**config.mk**
```make
export PLATFORM = sky130hd
export DESIGN_NAME = sc_fifo
export DESIGN_NICKNAME = d
export VERILOG_FILES = /design/src/rtl/sc_fifo.sv
export SDC_FILE = /design/constraint.sdc
export NUM_CORES = 1
export LEC_CHECK = 0
export BUFFER_PORTS_ARGS = -buffer_cell sky130_fd_sc_hd__clkbuf_2
export CAP_MARGIN = 25
export CORE_MARGIN = 3
export CORE_UTILIZATION = 25
export DETAILED_ROUTE_END_ITERATION = 7
export PLACE_DENSITY_LB_ADDON = 0.08
export SYNTH_ARGS = -nofsm -noshare
export SYNTH_HDL_FRONTEND = slang
export SYNTH_SLANG_ARGS = --single-unit
export TNS_END_PERCENT = 100
```
**constraint.sdc**
```tcl
create_clock -name clk_i -period 2.6 [get_ports clk_i]
set_input_delay 0 -clock clk_i [delete_from_list [all_inputs] [get_ports clk_i]]
set_output_delay 0 -clock clk_i [all_outputs]
set_load 0.05 [all_outputs]
```
**src/rtl/sc_fifo.sv**
```systemverilog
// Single-clock FIFO with integrated storage, fill count and thresholds.
// Define SC_FIFO_ERR_FLAGS_EN to build the sticky ovf_o/udf_o logic.
module sc_fifo #(
  parameter int    DWIDTH             = 8,
  parameter int    AWIDTH             = 3,
  parameter string SHOWAHEAD          = "OFF",
  parameter int    ALMOST_FULL_VALUE  = 2**AWIDTH-1,
  parameter int    ALMOST_EMPTY_VALUE = 1
) (
  input  logic              clk_i,
  input  logic              srst_i,
  input  logic [DWIDTH-1:0] data_i,
  input  logic              wrreq_i,
  input  logic              rdreq_i,
  output logic [DWIDTH-1:0] q_o,
  output logic              empty_o,
  output logic              full_o,
  output logic              almost_empty_o,
  output logic              almost_full_o,
  output logic [AWIDTH:0]   usedw_o,
  output logic              ovf_o,
  output logic              udf_o
);

  localparam int DEPTH = 2**AWIDTH;
  localparam logic [AWIDTH:0] DEPTH_C =
    (AWIDTH+1)'(DEPTH);
  localparam logic [AWIDTH:0] AF_C =
    (AWIDTH+1)'(ALMOST_FULL_VALUE);
  localparam logic [AWIDTH:0] AE_C =
    (AWIDTH+1)'(ALMOST_EMPTY_VALUE);
  localparam logic [AWIDTH:0]   CNT_ONE = 1;
  localparam logic [AWIDTH-1:0] PTR_ONE = 1;

  logic [DWIDTH-1:0] mem_q [DEPTH];

  logic [AWIDTH-1:0] wr_ptr_q, wr_ptr_d;
  logic [AWIDTH-1:0] rd_ptr_q, rd_ptr_d;
  logic [AWIDTH:0]   cnt_q, cnt_d;
  logic              empty_q, empty_d;
  logic              full_q, full_d;
  logic              ae_q, ae_d;
  logic              af_q, af_d;
  logic              wr_acc, rd_acc;

  // Acceptance uses the registered flags only.
  assign wr_acc = wrreq_i & ~full_q;
  assign rd_acc = rdreq_i & ~empty_q;

  always_comb begin
    wr_ptr_d = wr_ptr_q;
    rd_ptr_d = rd_ptr_q;
    cnt_d    = cnt_q;
    if (wr_acc) wr_ptr_d = wr_ptr_q + PTR_ONE;
    if (rd_acc) rd_ptr_d = rd_ptr_q + PTR_ONE;
    unique case ({wr_acc, rd_acc})
      2'b10:   cnt_d = cnt_q + CNT_ONE;
      2'b01:   cnt_d = cnt_q - CNT_ONE;
      default: cnt_d = cnt_q;
    endcase
    empty_d = (cnt_d == '0);
    full_d  = (cnt_d == DEPTH_C);
    ae_d    = (cnt_d < AE_C);
    af_d    = (cnt_d >= AF_C);
  end

  always_ff @(posedge clk_i) begin
    if (srst_i) begin
      wr_ptr_q <= '0;
      rd_ptr_q <= '0;
      cnt_q    <= '0;
      empty_q  <= 1'b1;
      full_q   <= 1'b0;
      ae_q     <= 1'b1;
      af_q     <= 1'b0;
    end else begin
      wr_ptr_q <= wr_ptr_d;
      rd_ptr_q <= rd_ptr_d;
      cnt_q    <= cnt_d;
      empty_q  <= empty_d;
      full_q   <= full_d;
      ae_q     <= ae_d;
      af_q     <= af_d;
    end
  end

  // Storage is never cleared; a write in a reset cycle is dropped.
  always_ff @(posedge clk_i) begin
    if (wr_acc && !srst_i) mem_q[wr_ptr_q] <= data_i;
  end

  assign usedw_o        = cnt_q;
  assign empty_o        = empty_q;
  assign full_o         = full_q;
  assign almost_empty_o = ae_q;
  assign almost_full_o  = af_q;

  generate
    if (SHOWAHEAD == "ON") begin : g_show
      assign q_o = mem_q[rd_ptr_q];
    end else begin : g_norm
      logic [DWIDTH-1:0] q_q, q_d;
      always_comb begin
        q_d = q_q;
        if (rd_acc) q_d = mem_q[rd_ptr_q];
      end
      always_ff @(posedge clk_i) begin
        if (srst_i) q_q <= '0;
        else        q_q <= q_d;
      end
      assign q_o = q_q;
    end
  endgenerate

`ifdef SC_FIFO_ERR_FLAGS_EN
  logic ovf_q, ovf_d;
  logic udf_q, udf_d;

  // A rejected request paired with an accepted opposite one is benign.
  always_comb begin
    ovf_d = ovf_q | (wrreq_i & full_q & ~rdreq_i);
    udf_d = udf_q | (rdreq_i & empty_q & ~wrreq_i);
  end

  always_ff @(posedge clk_i) begin
    if (srst_i) begin
      ovf_q <= 1'b0;
      udf_q <= 1'b0;
    end else begin
      ovf_q <= ovf_d;
      udf_q <= udf_d;
    end
  end

  assign ovf_o = ovf_q;
  assign udf_o = udf_q;
`else
  assign ovf_o = 1'b0;
  assign udf_o = 1'b0;
`endif

endmodule

```
==> reports/qor.csv, run 1 <==
stage,metric,value,unit
synth,"Distinct cells, synth",42,
layout,Final nets,276,
sta,Setup Skew,0.00432,ns
sta,fin crit period,2.17,ns
sta,Final setup viols,0,
layout,number of diodes,0,
drt,drt pass-1 iters,4,
synth,Synth area leader,edfxtp_1,
floorplanning,Die Y,124,um
drt,total number of vias,1924,
global_routing,met2 Track Usage GR,16.2,%
power_and_ir_drop,Worst IR Drop VDD,0.312,mV
synth,Synthesis Warnings,0,
synth,Synth Area per Inst,16.4,um2
drt,drt wl/cell,16.9,um
setup_path,CP Max Fanout,5,
power_and_ir_drop,Pwr Density,886,nW/um2
setup_path,critical path class,reg2reg,
layout,share of layout cells above drive strength 1,32.8,%
setup_path,CP max stage cell,mux2_4,
synth,"Seq/Total Area, Yosys",68.1,%
drt,post-route ant nets,0,
floorplanning,num rows,42,
drt,# DRC,0,
drt,1st-iter DRT viols,119,
clock_network,Root Driver,clkbuf_16,
global_routing,global route hottest layer,met2,
synth,area of the mapped netlist,3470,um2
sta,RSZ-0062 raised after global routing,no,
setup_path,"CP delay by family, top",simple AND/OR/NAND/NOR gates,
global_routing,first-pass GRT wire length,11800,um
synth,Post-synth ARST share,0,%
clock_network,Clock Latency Late Sink,0.34,ns
power_and_ir_drop,Tot Pwr,3.76,mW
place,Detailed Place HPWL,4910,um
global_routing,met1 usage,14.7,%
setup_path,CP max stage delay,0.35,ns
place,IO Port Bufs,27,
clock_network,CTS Sinks,86,
drt,Vias/cell,4.36,
outcome,status,"finished, final reports clean",
sta,Final Max Slew Viols,0,
synth,Mapped Cells,212,
setup_path,crit-path cells,"nand2b_4, inv_1, ha_1, and4b_1, o21ai_1, a221oi_2, mux2_4, nor3_1",
setup_path,critical path launch point type,flop,
global_routing,"Remaining Overflow, GRT",0,
synth,number of synthesized flops with an enable pin,64,
synth,prevailing post-synth register cell,edfxtp_1,
setup_path,critical path required time,2.84,ns
global_routing,vias in the first global route,1948,
clock_network,Max H-tree Level,3,
global_routing,initial antenna violation count,0,
clock_network,"Setup Fix Bufs, Post-CTS",0,
run,max_cap viols,0,
setup_path,Critical Path Sink Type,flop,
drt,routed wire length,7440,um
place,Final Wtd Congestion,0.744,
floorplanning,io pins,30,
floorplanning,die area,15300,um2
synth,synth top area cells,"edfxtp_1, dfxtp_1, mux4_2, mux2i_1, nor2_1",
global_routing,grt met3 use,3.41,%
synth,synth cell count leaders,"edfxtp_1, dfxtp_1, nor2_1",
clock_network,clk slew on worst S/H paths,0.06,ns
power_and_ir_drop,Leak,1.44,nW
setup_path,WP buf/inv,1,
sta,worst slew pin tran,0.702,ns
clock_network,CTS tree,yes,
synth,top cell type's share of synthesized area,55.4,%
floorplanning,CORE AREA,13400,um2
min_path,Hold WC Path Type,in2reg,
global_routing,Tot GR Track Use,10.9,%
sta,FMAX,0.461,GHz
clock_network,Max clock buf depth,2,
sta,Fin. Hold Viols,0,
synth,most frequent cell after synthesis,edfxtp_1,
sta,Slew HR,53.2,%
layout,P&R area growth vs syn,22.1,%
floorplanning,initial core utilization,25.9,%
synth,#FFs+latches synth,86,
clock_network,CTS Buf Count,9,
sta,setup TNS,0,ns
setup_path,CP arrival,2.41,ns
floorplanning,Die X,124,um
layout,Final Core Density,31.6,%
sta,period utilization,83.4,%
global_routing,pin count of the biggest net entering global routing,26,
==> kinds of logic after synthesis <==
family                   count (synthesis)  synth area share (%)
AO/OA/AOI/OAI                           20                  4.58
XOR/XNOR                                 5                  1.26
adder cells (fa/ha/maj)                  4                  1.44
buffers and inverters                   18                  2.99
flip-flops                              86                  68.1
multiplexers                            26                  13.4
other                                    1                 0.108
AND/OR/NAND/NOR                         52                  8.15
==> registers in the layout, indices dropped and copies added, names as in the netlist <==
| register | count |
|---|---|
| full_o | 1 |
| mem_q | 64 |
| rd_ptr_q | 3 |
| empty_o | 1 |
| almost_full_o | 1 |
| wr_ptr_q | 3 |
| almost_empty_o | 1 |
| q_o | 8 |
| usedw_o | 4 |
==> report_power, final <==
group	internal [mW]	leakage [nW]	switching (mW)
clock	0.650	0.130	0.530
combinational	0.334	0.556	0.577
sequential	1.58	0.759	0.0860
total	2.56	1.44	1.19
==> what timing repair did <==
item	CTS	global route
hold endpoints to repair	64	0
gates resized for setup	0	0
hold buffers	8	0
==> layer usage <==
metal / share of wire (%) / wire length, um
met5: 0 / 0
met4: 1.9 / 142
met2: 45 / 3380
met1: 49 / 3650
met3: 3.7 / 272
==> cell usage in the layout, fill, tap and decap left out, types with 2 or more instances in the layout <==
| master | n |
|---|---|
| buf_4 | 17 |
| a211oi_1 | 8 |
| edfxtp_1 | 64 |
| nand2b_1 | 3 |
| clkinv_2 | 2 |
| a21oi_1 | 3 |
| nor2_1 | 19 |
| nor4_2 | 2 |
| mux2i_1 | 9 |
| dlygate4sd3_1 | 8 |
| xor2_1 | 2 |
| clkbuf_2 | 27 |
| o22ai_1 | 2 |
| clkbuf_16 | 9 |
| nand2_1 | 10 |
| ha_1 | 4 |
| xnor2_1 | 3 |
| mux4_2 | 16 |
| dfxtp_1 | 21 |
| nor3_1 | 5 |
| conb_1 | 2 |
| nor4b_2 | 2 |
| clkbuf_1 | 2 |
==> tightest hold or removal path, stage by stage <==
cell	delay, ns
clkbuf_2	0.11
nand2b_4	0.07
nand2_1	0.07
a21oi_1	0.06
==> final cells by class <==
cell class / count / area (um2)
Clock buffer: 11 / 233
Clock inverter: 5 / 35.0
Fill cell: 1321 / 9160
Inverter: 2 / 10.0
Multi-Input combinational cell: 109 / 1030
Sequential cell: 86 / 2360
Tap cell: 176 / 220
Timing Repair Buffer: 52 / 343
==> path summary, 6_finish.rpt <==
check / from / end / slack, ns / cells after the start
setup / recovery: empty_o$_SDFF_PP1_ / empty_o$_SDFF_PP1_ / 0.43 / 8
hold / removal: rdreq_i / rd_ptr_q[1]$_SDFFE_PP0P_ / 0.01 / 4
setup reg to reg: empty_o$_SDFF_PP1_ / empty_o$_SDFF_PP1_ / 0.43 / 8
hold reg to reg: q_o[4]$_SDFFE_PP0P_ / q_o[4]$_SDFFE_PP0P_ / 0.50 / 2
==> per-stage QoR <==
step                      cell area, um2  std cells  hold WS (ns)  worst slack (ns)
after CTS                           4240        441        0.0119             0.459
final                               4240        441        0.0138             0.431
after global routing                4240        441        0.0223             0.279
after global placement              3890        417         0.300             0.493
after detailed placement            3890        417         0.297             0.476
after floorplan                     3480        213        0.0989             0.164
(Power assumes the default switching activity.)
==> run 2, diff against run 1 <==
--- a/config.mk
+++ b/config.mk
@@ -5,6 +5,7 @@
 export SDC_FILE = /design/constraint.sdc
 export NUM_CORES = 1
 export LEC_CHECK = 0
+export ABC_AREA = 1
 export BUFFER_PORTS_ARGS = -buffer_cell sky130_fd_sc_hd__clkbuf_2
 export CAP_MARGIN = 25
 export CORE_MARGIN = 3
==> constraint.sdc (replaced) <==
create_clock -name clk_i -period 2 [get_ports clk_i]
set_input_delay 0 -clock clk_i [delete_from_list [all_inputs] [get_ports clk_i]]
set_output_delay 0 -clock clk_i [all_outputs]
set_load 0.05 [all_outputs]
==> reports/qor.csv, run 2 <==
stage,metric,value,unit
sta,Final WS setup,0.206,ns
floorplanning,die area,15500,um2
clock_network,CTS Sinks,86,
floorplanning,Die Y,124,um
place,IO Port Bufs,27,
layout,"most common cell after layout, fill and taps aside",edfxtp_1,
place,Final Wtd Congestion,0.742,
layout,share of layout cells above drive strength 1,22.6,%
floorplanning,Die X,124,um
drt,total number of vias,2337,
min_path,hold_sp,wrreq_i,
synth,"Seq/Total Area, Yosys",67.5,%
setup_path,Critical Path Sink Type,flop,
outcome,status,"finished, final reports clean",
layout,number of diodes,0,
floorplanning,io pins,30,
sta,RSZ-0062 raised after global routing,no,
clock_network,CTS Buf Count,9,
setup_path,reg-to-reg critical path startpoint,full_o$_SDFF_PP0_,
layout,P&R area growth vs syn,23.8,%
drt,drt pass-1 iters,4,
global_routing,"Remaining Overflow, GRT",0,
sta,setup TNS,0,ns
setup_path,critical path class,reg2reg,
layout,most frequent cells in the layout,"edfxtp_1, o21ai_0, nor2_1, clkbuf_2",
sta,Fin. Hold Viols,0,
synth,Mapped Cells,306,
clock_network,Max clock buf depth,2,
synth,prevailing post-synth register cell,edfxtp_1,
synth,Synth area leader,edfxtp_1,
clock_network,Clock Latency Late Sink,0.35,ns
setup_path,CP Max Fanout,11,
place,pre-CTS setup slack,0.196,ns
layout,Largest register FFs,64,
power_and_ir_drop,Leak,1.61,nW
floorplanning,num rows,42,
global_routing,initial antenna violation count,0,
setup_path,critical path launch point type,flop,
synth,Synth Area per Inst,11.4,um2
place,placed cells,510,
synth,"Distinct cells, synth",27,
synth,Post-synth ARST share,0,%
synth,#FFs+latches synth,86,
drt,Vias/cell,4.37,
drt,# DRC,0,
run,max_cap viols,0,
layout,Final nets,370,
global_routing,Tot GR Track Use,11.6,%
drt,1st-iter DRT viols,122,
drt,post-route ant nets,0,
layout,Final Non-Filler Cells,535,
synth,synth top area cells,"edfxtp_1, dfxtp_1, o21ai_0, nor2_1, a21oi_1",
synth,most frequent cell after synthesis,edfxtp_1,
clock_network,CTS tree,yes,
drt,drt wl/cell,15.8,um
min_path,Hold WC Path Type,in2reg,
setup_path,critical path required time,2.23,ns
synth,Synthesis Warnings,0,
sta,Final Max Slew Viols,0,
global_routing,vias in the first global route,2290,
synth,area of the mapped netlist,3500,um2
sta,period utilization,89.7,%
synth,top cell type's share of synthesized area,54.9,%
place,DP Area,3890,um2
drt,routed wire length,8440,um
clock_network,Max H-tree Level,3,
setup_path,Worst Setup SP,full_o$_SDFF_PP0_,
synth,number of synthesized flops with an enable pin,64,
sta,FMAX,0.557,GHz
global_routing,pin count of the biggest net entering global routing,34,
sta,Final setup viols,0,
synth,synth cell count leaders,"edfxtp_1, o21ai_0, nor2_1",
clock_network,clk slew on worst S/H paths,0.07,ns
power_and_ir_drop,Worst IR Drop VDD,0.456,mV
power_and_ir_drop,Pwr Density,1370,nW/um2
floorplanning,CORE AREA,13500,um2
place,Detailed Place HPWL,5300,um
clock_network,cts repair resizes,0,
floorplanning,initial core utilization,26.0,%
layout,Finished Cell Area,4330,um2
sta,Setup Skew,0.0128,ns
layout,Reg with most FFs,mem_q,
sta,fin crit period,1.79,ns
global_routing,first-pass GRT wire length,13500,um
clock_network,Root Driver,clkbuf_16,
setup_path,CP arrival,2.02,ns
[run 2: cells by family (layout without fill, tap and decap cells)]
group,count (synthesis),after routing,synth area share [%]
simple gates,88,88,12.1
compound gates,87,87,13.6
flops,86,86,67.5
buf+inv,38,90,4.86
fa+ha+maj,4,4,1.43
xor+xnor,2,2,0.500
other cells,1,2,0.107
[run 2: critical path, cell delays in order (launching register included)]
cell and delay [ns]:
dfxtp_2 0.32, inv_1 0.04, nand2_2 0.18, nand3_2 0.14
nand2_2 0.10, inv_1 0.04, ha_1 0.26, inv_1 0.03
o21ai_0 0.21, nor2_1 0.10, nand3_2 0.11, nand2_2 0.05
inv_2 0.06, a21oi_1 0.03
[run 2: what timing repair did]
| item | 4_1_cts | 5_1_grt |
|---|---|---|
| hold endpoints to repair | 68 | 0 |
| hold buffers | 9 | 0 |
| buffers inserted | 0 | 0 |
[run 2: metrics by stage]
stage / utilization (%) / power (mW) / hold WS [ns]
after global routing: 32.2 / 6.28 / 0.141
after CTS: 32.2 / 6.00 / 0.0970
after floorplan: - / 3.51 / 0.0691
final: 32.2 / 5.92 / 0.101
after detailed placement: 28.9 / 3.99 / 0.301
after global placement: 28.9 / 3.99 / 0.302
[run 2: final timing paths]
path | to | slack, ns | cells past startpoint
worst max register to register | almost_empty_o$_SDFF_PP1_ | 0.21 | 13
worst min register to register | wr_ptr_q[1]$_SDFFE_PP0P_ | 0.54 | 2
worst min-delay path | wr_ptr_q[1]$_SDFFE_PP0P_ | 0.10 | 3
worst max-delay path | almost_empty_o$_SDFF_PP1_ | 0.21 | 13
[run 2: per-layer routing]
metal	vias to the layer above	wire length [um]	track usage (%)
met5	-	0	0
met4	0	153	5.35
met3	12	238	2.70
met2	32	3580	16.2
met1	1113	4480	16.8
li1	1180	-	-
[run 2: cell type report]
type / count / area (um2)
inverters: 23 / 86.3
repair buffers: 51 / 338
fillers: 1387 / 9120
well taps: 176 / 220
clock buffers: 9 / 225
multi-input cells: 183 / 973
clock inverters: 7 / 126
flip-flops and latches: 86 / 2360
[run 2: where the power goes]
part / total, mW / internal (mW) / switching, mW
Sequential: 2.23 / 2.10 / 0.123
Clock: 1.99 / 1.24 / 0.747
Combinational: 1.71 / 0.486 / 1.22
Total: 5.92 / 3.83 / 2.09
==> run 3, diff against run 2 <==
--- a/config.mk
+++ b/config.mk
@@ -8,7 +8,9 @@
 export ABC_AREA = 1
 export BUFFER_PORTS_ARGS = -buffer_cell sky130_fd_sc_hd__clkbuf_2
 export CAP_MARGIN = 25
-export CORE_MARGIN = 3
+export CELL_PAD_IN_SITES_DETAIL_PLACEMENT = 0
+export CELL_PAD_IN_SITES_GLOBAL_PLACEMENT = 1
+export CORE_MARGIN = 8
 export CORE_UTILIZATION = 25
 export DETAILED_ROUTE_END_ITERATION = 7
 export PLACE_DENSITY_LB_ADDON = 0.08
==> constraint.sdc (replaced) <==
create_clock -name clk_i -period 1.7 [get_ports clk_i]
set_input_delay 0 -clock clk_i [delete_from_list [all_inputs] [get_ports clk_i]]
set_output_delay 0 -clock clk_i [all_outputs]
set_load 0.05 [all_outputs]
==> reports/qor.csv, run 3 (synthesis results as in run 2) <==
stage,metric,value,unit
global_routing,first-pass GRT wire length,13800,um
sta,setup TNS,0,ns
place,Detailed Place HPWL,6190,um
global_routing,initial antenna violation count,0,
drt,Vias/cell,4.29,
layout,Finished Cell Area,4450,um2
sta,Slew HR,66.2,%
outcome,status,"finished, final reports clean",
layout,P&R area growth vs syn,27.0,%
clock_network,Root Driver,clkbuf_16,
clock_network,CTS Buf Count,9,
setup_path,CP arrival,1.84,ns
sta,RSZ-0062 raised after global routing,yes,
drt,met3 WL,180,um
sta,period utilization,95.1,%
place,IO Port Bufs,27,
setup_path,CP Max Fanout,5,
layout,"most common cell after layout, fill and taps aside",edfxtp_1,
place,DP Area,4010,um2
sta,FMAX,0.619,GHz
sta,worst slew pin tran,0.506,ns
clock_network,CTS Sinks,86,
sta,Final Max Slew Viols,0,
clock_network,CTS tree,yes,
clock_network,Max clock buf depth,2,
sta,Setup Skew,0.00561,ns
sta,Final setup viols,0,
place,Final Wtd Congestion,0.710,
power_and_ir_drop,Worst IR Drop VDD,0.613,mV
floorplanning,die area,18100,um2
power_and_ir_drop,Pwr Density,1520,nW/um2
global_routing,Tot GR Track Use,10.3,%
min_path,Hold WC Path Type,in2reg,
drt,total number of vias,2368,
layout,Largest register FFs,64,
drt,routed wire length,8860,um
clock_network,Clock Latency Late Sink,0.34,ns
drt,post-route ant nets,0,
clock_network,Max H-tree Level,3,
drt,Top Layer Used,met4,
global_routing,vias in the first global route,2390,
layout,number of diodes,0,
drt,met1 WL,4240,um
power_and_ir_drop,Leak,1.65,nW
setup_path,critical path class,reg2reg,
setup_path,critical path launch point type,flop,
drt,# DRC,0,
sta,Fin. Hold Viols,0,
floorplanning,Die X,134,um
layout,Reg with most FFs,mem_q,
floorplanning,CORE AREA,13800,um2
floorplanning,num rows,43,
global_routing,pin count of the biggest net entering global routing,20,
drt,drt wl/cell,16.1,um
global_routing,"Remaining Overflow, GRT",0,
floorplanning,Die Y,134,um
layout,share of layout cells above drive strength 1,26.3,%
drt,drt pass-1 iters,4,
floorplanning,io pins,30,
run,max_cap viols,0,
layout,Final nets,383,
layout,Final Non-Filler Cells,552,
clock_network,clk slew on worst S/H paths,0.06,ns
drt,WL met2,4260,um
setup_path,critical path required time,1.92,ns
layout,most frequent cells in the layout,"edfxtp_1, o21ai_0, nor2_1, buf_4, clkbuf_2",
setup_path,Critical Path Sink Type,flop,
drt,1st-iter DRT viols,172,
floorplanning,initial core utilization,25.4,%
sta,fin crit period,1.62,ns
place,placed cells,524,
-- run 3: cell types whose count changed in the layout (fill, tap and decap cells not counted), sizes merged --
cell,delta
clkinv,+2
buf,+13
clkbuf,+5
bufinv,-3
clkinvlp,-1
inv,-3
-- run 3: per-stage QoR --
step	utilization (%)	power, mW	hold slack [ns]	worst slack, ns
3_5_place_dp	29.1	4.85	0.301	-0.00138
5_1_grt	32.3	7.14	0.191	-0.0240
6_report	32.3	6.75	0.168	0.0836
4_1_cts	31.7	6.71	0.162	0.0146
3_3_place_gp	29.1	4.88	0.293	0.0278
2_1_floorplan	-	4.20	0.0639	-0.115
-- run 3: critical path, stage by stage, from the launching register on --
cell and delay [ns]:
dfxtp_4 0.36, nor2_8 0.15, nand3_4 0.11, nand2_4 0.09, inv_2 0.04, ha_4 0.15, a21oi_4 0.11, nand3b_1 0.13
nand3_2 0.11, nand3_2 0.10, nand2_2 0.05, inv_2 0.06, a21oi_1 0.03
-- run 3: layout make-up --
class,instances,area [um2]
Inverter,23,88.8
Timing Repair Buffer,64,435
Clock buffer,14,264
Sequential cell,86,2370
Tap cell,180,225
Fill cell,1427,9330
Clock inverter,2,7.51
Multi-Input combinational cell,183,1050
-- run 3: metal layers --
layer  track usage, %  vias to the layer above
li1                 -                     1209
met1             13.0                     1121
met2             16.3                       25
met3             2.02                       13
met4             5.61                        0
met5                0                        -
-- run 3: repair_timing --
action	CTS	global route
pin swaps	0	7
setup buffers	0	3
hold buffers	9	0
gates resized for setup	1	10
endpoints found under the setup margin	2	2
hold endpoints to repair	68	0
-- run 3: power breakdown --
group / leakage [nW] / switching, mW / internal (mW)
clock: 0.132 / 0.754 / 1.06
sequential: 0.761 / 0.180 / 2.49
combinational: 0.754 / 1.53 / 0.738
-- run 3: worst paths after layout --
check	slack [ns]	depth (start not counted)	to	startpoint
max reg2reg	0.08	12	empty_o$_SDFF_PP1_	empty_o$_SDFF_PP1_
min reg2reg	0.54	2	q_o[4]$_SDFFE_PP0P_	q_o[4]$_SDFFE_PP0P_
min	0.17	4	wr_ptr_q[1]$_SDFFE_PP0P_	wrreq_i
max	0.08	12	empty_o$_SDFF_PP1_	empty_o$_SDFF_PP1_
